**src/rtl/decoder_rr_scheduler.sv**
```systemverilog
// Round-robin scheduler with hold limit and forced idle gap.
// Grant lines are decoded from the registered owner index.

module bin2onehot #(
    parameter int k = 3
) (
    input  logic              enable,
    input  logic [k-1:0]      in,
    output logic [(1<<k)-1:0] out
);

    // One-hot decode of the binary index, gated by enable
    always_comb begin
        out = '0;
        if (enable) out[in] = 1'b1;
    end

endmodule

module decoder_rr_scheduler #(
    parameter int k        = 3,
    parameter int HOLD_MAX = 15
) (
`ifdef USE_POWER_PINS
    inout  wire               vccd1,
    inout  wire               vssd1,
`endif
    input  logic              wb_clk_i,
    input  logic              wb_rst_i,
    input  logic [(1<<k)-1:0] req,
    output logic [(1<<k)-1:0] gnt,
    output logic [k-1:0]      gnt_idx,
    output logic              gnt_valid,
    output logic              timeout
);

    localparam int N  = 1 << k;
    localparam int HW = (HOLD_MAX > 0) ? $clog2(HOLD_MAX + 1) : 1;
    localparam logic [HW-1:0] HMAX = HW'(HOLD_MAX);
    localparam logic [HW-1:0] HONE = HW'(1);

    typedef enum logic [1:0] {
        IDLE  = 2'd0,
        GRANT = 2'd1,
        GAP   = 2'd2
    } state_t;

    state_t        r_state, w_state;
    logic [k-1:0]  r_ptr,   w_ptr;
    logic [k-1:0]  r_idx,   w_idx;
    logic [HW-1:0] r_hold,  w_hold;
    logic          r_to,    w_to;

    logic          w_found;
    logic [k-1:0]  w_win;
    logic [k-1:0]  w_cand;
    logic [k-1:0]  w_next_ptr;

    // Winner search: first active request at or after the pointer, cyclic
    always_comb begin
        w_found = 1'b0;
        w_win   = '0;
        w_cand  = '0;
        for (int j = 0; j < N; j++) begin
            w_cand = r_ptr + j[k-1:0];
            if (!w_found && req[w_cand]) begin
                w_found = 1'b1;
                w_win   = w_cand;
            end
        end
    end

    assign w_next_ptr = r_idx + 1'b1;

    // Next-state and next-register logic
    always_comb begin
        w_state = r_state;
        w_ptr   = r_ptr;
        w_idx   = r_idx;
        w_hold  = r_hold;
        w_to    = 1'b0;
        unique case (r_state)
            IDLE, GAP: begin
                if (w_found) begin
                    w_idx   = w_win;
                    w_hold  = HONE;
                    w_state = GRANT;
                end else begin
                    w_state = IDLE;
                end
            end
            GRANT: begin
                if (!req[r_idx]) begin
                    w_state = GAP;
                    w_ptr   = w_next_ptr;
                end else if (HOLD_MAX != 0 && r_hold == HMAX) begin
                    w_state = GAP;
                    w_ptr   = w_next_ptr;
                    w_to    = 1'b1;
                end else begin
                    w_hold = r_hold + HONE;
                end
            end
            default: begin
                w_state = IDLE;
            end
        endcase
    end

    // State and datapath registers with synchronous reset
    always_ff @(posedge wb_clk_i) begin
        if (wb_rst_i) begin
            r_state <= IDLE;
            r_ptr   <= '0;
            r_idx   <= '0;
            r_hold  <= '0;
            r_to    <= 1'b0;
        end else begin
            r_state <= w_state;
            r_ptr   <= w_ptr;
            r_idx   <= w_idx;
            r_hold  <= w_hold;
            r_to    <= w_to;
        end
    end

    assign gnt_valid = (r_state == GRANT);
    assign gnt_idx   = r_idx;
    assign timeout   = r_to;

    bin2onehot #(
        .k(k)
    ) u_dec (
        .enable (gnt_valid),
        .in     (r_idx),
        .out    (gnt)
    );

endmodule

```
**config.mk**
```make
export PLATFORM = sky130hd
export DESIGN_NAME = decoder_rr_scheduler
export DESIGN_NICKNAME = d
export VERILOG_FILES = /design/src/rtl/decoder_rr_scheduler.sv
export SDC_FILE = /design/constraint.sdc
export NUM_CORES = 1
export LEC_CHECK = 0
export CAP_MARGIN = 20
export CORE_MARGIN = 3
export CORE_UTILIZATION = 55
export CTS_CLUSTER_SIZE = 24
export DETAILED_ROUTE_END_ITERATION = 12
export PLACE_DENSITY_LB_ADDON = 0.25
export SLEW_MARGIN = 25
export SYNTH_ARGS = -nofsm -noshare
export SYNTH_HDL_FRONTEND = slang
export SYNTH_SLANG_ARGS = --single-unit
```
**constraint.sdc**
```tcl
create_clock -name wb_clk_i -period 4.66 [get_ports wb_clk_i]
set_input_delay 1.398 -clock wb_clk_i [delete_from_list [all_inputs] [get_ports wb_clk_i]]
set_output_delay 1.398 -clock wb_clk_i [all_outputs]
set_load 0.02 [all_outputs]
```
---- After elaboration in Yosys (flattened, before gate mapping) ----
Index checks and enable logic that the tools add are counted.
word-level totals
  register bits after elaboration ......... 13
  output and inout port bits .............. 13
  input port bits ......................... 10
  word-level logic and storage cells ...... 104
cells by class
  $add $sub $neg .......................... 9
  equal/unequal tests ..................... 8
  order comparisons ....................... 10
  reduce and logical (&&, ||, !) cells .... 22
  muxes and demuxes ....................... 48
  bitwise logic cells ..................... 2
operator list
  cell                                                        number
  less-than comparator 3 x 4 -> 1 bit, second input constant  9
  two-way mux 3 bit                                           10
  binary-select mux 1 bit (select 3 bit)                      9
  two-way mux 1 bit                                           20
  adder 3 bit, second input constant                          4
  two-way mux 4 bit                                           3
  logical AND 1 bit                                           8
  two-way mux 8 bit                                           1
  case mux 4 bit (2 select lines)                             1
  zero test 1 bit                                             7
  adder 3 x 1 -> 3 bit, second input constant                 2
  adder 3 x 2 -> 3 bit, second input constant                 2
  adder 4 x 1 -> 4 bit, second input constant                 1
  == test 4 bit, second input constant                        1
  two-way mux 2 bit                                           2
  inequality test 2 x 1 -> 1 bit, second input constant       2
  inequality test 2 bit, second input constant                2
  case mux 2 bit (2 select lines)                             1
  AND reduction 2 bit                                         2
  AND reduction 4 bit                                         1
  demux 1 bit (select 3 bit)                                  1
  >= comparator 3 x 1 -> 1 bit, second input constant         1
  inequality test 3 x 2 -> 1 bit, second input constant       1
  OR reduction 3 bit                                          1
  6 further kinds                                             7

---- Depth between registers and ports, before layout ----
Gate-level depths: netlist (run 1).
  depth in word-level cells ............... 26
  mapped depth ............................ 12
  mapped depth without buffers ............ 9

---- Hierarchy ----
A second synthesis (run 1) with hierarchy kept.
second synthesis, totals
  cells, all modules ...................... 190
  area total of the unflattened synthesis .. 1849.3 um^2
modules (own cells, without submodules)
  module                cells an instance  times used  area each (um^2)  sequential area each (um^2)
  decoder_rr_scheduler  182                1           1752.9            260.2
  bin2onehot            8                  1           96.3              0.0

---- Worst setup path before layout (run 1) ----
Ideal clock, no wire load.
  path kind ............................... input -> register
  from .................................... in req[7]
  to ...................................... reg r_idx[1], in the netlist gnt_idx[1]
  arrival time ............................ 3.231 ns
  path buffers ............................ 0
  library setup time ...................... 0.086 ns
  path slack .............................. 1.344 ns
  cell stages on the path ................. 7
  data required time ...................... 4.574 ns
  cell sequence ........................... mux4_2 > mux2_4 > nand2b_4 > o41ai_4 > inv_2 > mux2i_1 > a211oi_1
on the way
  word-level cells in the longest chain between the ends .. 25
  elaborated cells on any way between the ends .. 47
  classes of those cells .................. mux (32); reduce/logical (15)
RTL lines
  what                                     line  RTL
  from (decl)                              30    input logic [(1<<k)-1:0] req,
  binary-select mux 1 bit (select 3 bit)   66    if (!w_found && req[w_cand]) begin
  two-way mux 1 bit (not written as such)  66
  two-way mux 1 bit                        66
  zero test 1 bit                          66
  logical AND 1 bit                        66
  two-way mux 1 bit                        66
  zero test 1 bit                          66
  logical AND 1 bit                        66
  (+9 left out)                            --
  two-way mux 1 bit                        66
  zero test 1 bit                          66
  logical AND 1 bit                        66
  two-way mux 1 bit                        66
  zero test 1 bit                          66
  logical AND 1 bit                        66
  two-way mux 1 bit                        66
  AND reduction 2 bit (no source line)     --
  to (signal assigned)                     121   r_idx <= w_idx;
  to (decl)                                50    logic [k-1:0] r_idx, w_idx;
Several ways; a longest one is shown, not always the timed one. The select of a mux whose other input is x is not followed.
A chain may end at the register's enable or synchronous reset.

---- Worst setup path in the final report (run 1) ----
  from .................................... in req[5]
  to ...................................... reg r_idx[1], in the netlist gnt_idx[1]
The elaborated chain is that of the path after synthesis.

==> results of run 1 <==
## cell type report
cell class / count / share of cell area [%]
Clock buffer: 3 / 1.212
Sequential cell: 13 / 14.01
Timing Repair Buffer: 25 / 13.06
Multi-Input combinational cell: 142 / 67.61
Tap cell: 30 / 2.020
Inverter: 9 / 1.818
Clock inverter: 1 / 0.2694
## path summary, 6_finish.rpt
path / startpoint / to / slack [ns] / cells past startpoint
worst max-delay path: req[5] / gnt_idx[1] / 0.88 / 8
worst min-delay path: r_hold[2] / timeout / 0.53 / 2
worst max register to register: r_ptr[0] / gnt_idx[1] / 1.31 / 10
worst min register to register: r_hold[2] / timeout / 0.53 / 2
## cells by family (layout without fill, tap and decap cells)
| family | count (synthesis) | in the layout | synth area share (%) |
|---|---|---|---|
| and+or+nand+nor | 64 | 64 | 20.53 |
| adders and majority gates | 4 | 4 | 3.111 |
| buffers and inverters | 20 | 38 | 5.754 |
| DFF | 13 | 13 | 16.17 |
| xor gates and xnor gates | 5 | 5 | 2.721 |
| muxes | 31 | 31 | 32.58 |
| AOI/OAI and AO/OA | 38 | 38 | 19.13 |
## worst max-delay path, cell delays in order
cell	delay (ns)
clkdlybuf4s50_1	0.54
mux4_2	0.60
a21oi_4	0.22
a32oi_4	0.20
o41ai_4	0.58
inv_2	0.10
mux2i_1	0.14
a211oi_1	0.20
## cell usage in the layout, fill, tap and decap left out, types with 6 or more instances in the layout
cell type / synthesis / layout
o21ai_0: 6 / 6
nor2_1: 23 / 23
mux2i_1: 7 / 7
dfxtp_1: 13 / 13
nand2_1: 15 / 15
inv_1: 7 / 7
mux2_2: 7 / 7
mux4_2: 14 / 14
a211oi_1: 8 / 8
clkdlybuf4s50_1: 0 / 22
## synth_stat cells, drive strengths merged (3+ instances only)
cell    instances  share of area (%)
nor2           23                5.4
a211oi          8                3.7
ha              4                3.1
xor2            4                2.2
o41ai           3                2.8
mux4           14                 20
a21oi           6                2.6
o21ai           6                1.9
mux2i           9                7.2
clkbuf          7                1.6
dfxtp          13                 16
nand2          15                3.5
nor3            5                1.6
mux2            8                5.8
a31oi           5                1.9
nand2b          6                3.4
buf             4                2.0
nand3           3               0.93
nor2b           3                1.2
inv             8                1.9
## routing by layer
layer  track usage, %  vias to the layer above  part of all wire, %
li1                 -                      697                    -
met2            37.50                       53                   46
met4            6.646                        0                  1.2
met1            32.09                      706                   44
met3            9.071                        8                  8.3
met5                0                        -                    0
## power groups by stage
stage / logic, mW / clock network [mW] / registers [mW]
detailed placement: 0.534 / 0 / 0.166
CTS: 0.536 / 0.0736 / 0.164
floorplan: 0.435 / 0 / 0.152
global placement: 0.519 / 0 / 0.166
finish: 0.541 / 0.0710 / 0.165
global route: 0.588 / 0.0789 / 0.168
## flip-flops by register name, summed over array words and instances, names as in the netlist
register	cells
gnt_idx	3
r_hold	4
r_ptr	3
r_state	2
timeout	1
## stage by stage
stage / cells / instance area (um^2) / power [mW] / util [%]
floorplan: 175 / 1609 / 0.5872 / -
global placement: 219 / 1831 / 0.6853 / 69.47
detailed placement: 219 / 1831 / 0.7000 / 69.47
CTS: 223 / 1858 / 0.7744 / 70.51
global route: 223 / 1858 / 0.8354 / 70.51
finish: 223 / 1858 / 0.7766 / 70.51
==> results.md, run 1 <==
* Run status: complete, no violations
* Antenna diode count at 0
* Post-synth EDFFs at 0
* Netlist Area Pre-Place at 1609 um^2
* Final Skew at 0.0005388 ns
* Largest net degree at the start of global routing at 21
* Flop pwr share at approximately a fifth
* Syn Inst Count at about 180
* Clock-pin slew on the worst setup and hold paths at around 0.080 ns
* Hold Worst Slack at about 0.53 ns
* Die width at approximately 60 um
* DR iter-0 viols at 96
* Tcrit/Tclk final at a little over 80%
* DRT Pass-1 Iters at 4
* Avg Vias per Cell at about 6.6
* Count of input and output buffers at 22
* Async S/R FF share, synth at 0%
* CP Capture Type: register
* Final wirelength at roughly 3900 um
* First-pass GRT wire length at about 6500 um
* Power Internal at slightly above 400 uW
* Synth Warn # at 0
* Synth cell types at 45
* Clk network pwr share at just over 9%
* Num ports at 23
* CTS tree: done
* Power Density at approximately 420 nW/um^2
* Mean post-synth cell area at between 9 and 10 um^2
* Crit path max fanout at 8
* Post-DP HPWL at a little under 3000 um
* Worst slew margin at between 50% and 60%
* Post-cts repair resize count at 0
* Min cycle time layout at around 3.8 ns
* Maximum VDD drop at roughly 0.0003 V
* Worst hold path class: reg2reg
* Area growth syn-to-layout at 15.47%
* Starting Density at about three fifths
* Postcts setup bufs at 0
* Max-Cap Viols at 0
* Later-pin clock latency in the skew report at 0.28 ns
* Core area at roughly 2600 um^2
* Gr usage total at 24.40%
* FF/Latch Area at between 200 and 300 um^2
* Setup CP Type: in2reg
* Die ar. at about 3600 um^2
* Total CTS buffers at 3
* Fin. Hold Viols at 0
* Mapped Nets at between 150 and 200
* CTS H-tree depth at 1
* Pleak at between 0.6 and 0.7 nW
* Multi-input logic area at 1256 um^2
* Max Slew Vio Count at 0
* Fill count at roughly 190
* Net Sw Power at about 370 uW
* Worst EP required at ~4.9 ns
* Worst-margin pin slew at a little under 0.7 ns
* Routed length per instance at ~17 um
* RePlAce Congestion at around 0.94
* Final WS setup at 0.8776 ns
* Row Count at 18
* Sw Ratio at 47.59%
* Pre-CTS WS at ~0.6 ns
* Register area share after synthesis at 16.17%
* Clock Tree Root: clkbuf_4
* Unrepaired setup endpoints after global routing: no
* Primary FF master, synth: dfxtp_1
* Routed vias at 1464
* Final setup fails at 0
* Vias in the first global route at 1371
* Layout cell share with drive strength beyond 1 at 21.24%
* Synth Register Bits at 13
* Grt ovf at 0
* Post-route ant nets at 0
* Layout Nets at between 200 and 250
* CTS Sinks at 13
* Hold buffer count at CTS at 0
* Initial antenna violation count at 0
* Nature of the critical path startpoint: primary input
* Worst EP arrival at 3.98 ns
* DIE HEIGHT at around 60 um
* Clk buf depth at 2
* Fmax achieved at 264.4 MHz
* Setup TNS at 0 ns
* Drt drc at 0
* Logic pwr share at a little over two thirds
(Power assumes the default switching activity.)
==> run 2: changes to the inputs <==
Settings changed: CORE_UTILIZATION 55 to 50.
Clock period 4.66 ns to 3.3 ns, I/O delays scaled along.
==> results.md, run 2 (synthesis results as in run 1) <==
* Run status: complete, no violations (unchanged)
* Fin. Hold Viols at 0 (unchanged)
* Final WS setup at 0.1258 ns (was 0.8776 ns)
* Pre-CTS WS at -0.2188 ns (was 0.5902 ns)
* Grt ovf at 0 (unchanged)
* R2R Path Start: r_ptr[1] (was r_ptr[0])
* Antenna diode count at 0 (unchanged)
* Worst reg2reg endpoint: gnt_idx[1] (unchanged)
* End of the worst hold path: r_hold[0] (was timeout)
* Final wirelength at 4611 um (was 3872 um)
* CTS H-tree depth at 1 (unchanged)
* Reg2reg setup slack at 0.41 ns (was 1.31 ns)
* Max Slew Vio Count at 0 (unchanged)
* Later-pin clock latency in the skew report at 0.28 ns (about the same)
* CP Buf/Inv Count at 2 (unchanged)
* Cells on worst reg2reg path at 11 (was 10)
* Initial antenna violation count at 0 (unchanged)
* Fill count at 213 (was 185)
* Fmax achieved at approximately 320 MHz
* Design Power at 1.258 mW (was 776.6 uW)
* Count of input and output buffers at 22 (unchanged)
* Worst slew margin at 66.50% (was 54.28%)
* Worst EP arrival at 3.39 ns (was 3.98 ns)
* Layout Nets at 236 (was 208)
* Routed vias at 1614 (was 1464)
* Pleak at 0.8465 nW (was 0.6444 nW)
* Post-DP HPWL at 3525 um (was 2950 um)
* Nature of the critical path startpoint: primary input (unchanged)
* Maximum VDD drop at 0.0003473 V (was 0.0003060 V)
* CTS tree: done (unchanged)
* Clk buf depth at 2 (unchanged)
* Worst hold path class: reg2reg (unchanged)
* Multi-input logic area at 1279 um^2 (was 1256 um^2)
* Routed length per instance at 17.53 um (was 17.36 um)
* Largest stage delay, worst path at 0.52 ns (was 0.60 ns)
* RePlAce Congestion at 0.9098 (was 0.9385)
* Layout cell share with drive strength beyond 1 at 32.58% (was 21.24%)
* First-pass GRT wire length at 7693 um (was 6486 um)
* CP Capture Type: register (unchanged)
* Crit path max fanout at 6 (was 8)
* Setup CP Type: in2reg (unchanged)
* Drt drc at 0 (unchanged)
* Post-route insts no fill at 263 (was 223)
* DR iter-0 viols at 73 (was 96)
* Core area at 2900 um^2 (was 2635 um^2)
* Hold Path Depth at 1 (was 2)
* Most common cell after layout, fill and taps aside: buf_4 (was nor2_1)
* Post-route ant nets at 0 (unchanged)
* DRT Pass-1 Iters at 4 (unchanged)
* Final setup fails at 0 (unchanged)
* Die width at 62.73 um (was 60.09 um)
* Max reg flops at 4 (unchanged)
* Gr usage total at 24.10% (was 24.40%)
* Most flops, register: r_hold (unchanged)
* Avg Vias per Cell at 6.137 (was 6.565)
* Starting Density at 55.48% (was 61.06%)
* Setup TNS at 0 ns (unchanged)
* Final Core Density at 73.17% (was 70.51%)
* Area growth syn-to-layout at 31.88% (was 15.47%)
* CP Cell Sequence: clkdlybuf4s50_1 > mux4_2 > mux2_4 > nand2b_4 > o41ai_4 > buf_4 > nand2b_2 > o22ai_1 > o21bai_1 (was clkdlybuf4s50_1 > mux4_2 > a21oi_4 > a32oi_4 > o41ai_4 > inv_2 > mux2i_1 > a211oi_1)
* Hold path start: r_hold[0] (was r_hold[2])
* Worst-margin pin slew at 0.5009 ns (was 0.6849 ns)
* Row Count at 19 (was 18)
* Total CTS buffers at 3 (unchanged)
* Slowest CP cell: mux4_2 (unchanged)
* Top delay family on crit path: multiplexers (was compound AO/OA/AOI/OAI gates)
* CTS Sinks at 13 (unchanged)
* Power Density at 592.8 nW/um^2 (was 418.0 nW/um^2)
* Clock Tree Root: clkbuf_4 (unchanged)
* Postcts setup bufs at 0 (unchanged)
* Placed insts at 259 (was 219)
* Die ar. at 3935 um^2 (was 3611 um^2)
* Most frequent cells in the layout: buf_4 (31), nor2_1 (22), nand2_1 (15), clkdlybuf4s50_1 (15), mux4_2 (14) (was nor2_1 (23), clkdlybuf4s50_1 (22), nand2_1 (15))
* Final Skew at 0.006787 ns (was 0.0005388 ns)
* Vias in the first global route at 1583 (was 1371)
* Tcrit/Tclk final at 96.19%
* DIE HEIGHT at 62.73 um (was 60.09 um)
* Num ports at 23 (unchanged)
* Min cycle time layout at roughly 3.2 ns
* Worst EP required at 3.51 ns (was 4.86 ns)
* Largest net degree at the start of global routing at 19 (was 21)
* Clock-pin slew on the worst setup and hold paths at 0.08 ns (about the same)
* Unrepaired setup endpoints after global routing: no (unchanged)
* Max-Cap Viols at 0 (unchanged)
* FF/Latch Area at 260.3 um^2 (unchanged)
run 2: layout make-up:
| cell class | count | area share [%] |
|---|---|---|
| multi-input combinational | 142 | 60.26 |
| timing repair buffer | 53 | 22.17 |
| sequential | 13 | 12.26 |
| tap | 42 | 2.476 |
| inverter | 9 | 1.592 |
| clock buffer | 4 | 1.238 |
run 2: metal layers:
metal	up-vias	global-route usage (%)	part of all wire, %
li1	759	-	-
met1	782	32.70	43
met2	63	37.82	48
met3	10	6.115	6.4
met4	0	6.887	2.4
met5	-	0	0
run 2: timing repair:
item                                   CTS  global route
hold buffers                             0             0
endpoints found under the hold margin    0             0
setup endpoints to repair                0             6
gates resized for setup                  0            12
run 2: power breakdown:
group / switching (mW) / internal [mW]
clock: 0.0511 / 0.0469
sequential: 0.0454 / 0.181
combinational: 0.478 / 0.455
run 2: per-stage QoR:
step,hold WS [ns],instance area (um^2)
6_report,0.5115,2122
5_1_grt,0.5411,2122
4_1_cts,0.5166,2082
3_5_place_dp,0.4989,2056
3_3_place_gp,0.4942,2056
2_1_floorplan,0.4683,1609
run 2: worst max-delay path by stage:
| stage | depth (start not counted) | from | endpoint |
|---|---|---|---|
| 6_report | 9 | req[0] | gnt_idx[2] |
| 5_1_grt | 9 | req[0] | gnt_idx[2] |
| 4_1_cts | 10 | req[5] | gnt_idx[2] |
| 3_5_place_dp | 9 | req[5] | gnt_idx[1] |
| 3_3_place_gp | 10 | req[4] | gnt_idx[2] |
| 2_1_floorplan | 12 | r_ptr[0] | gnt_idx[1] |
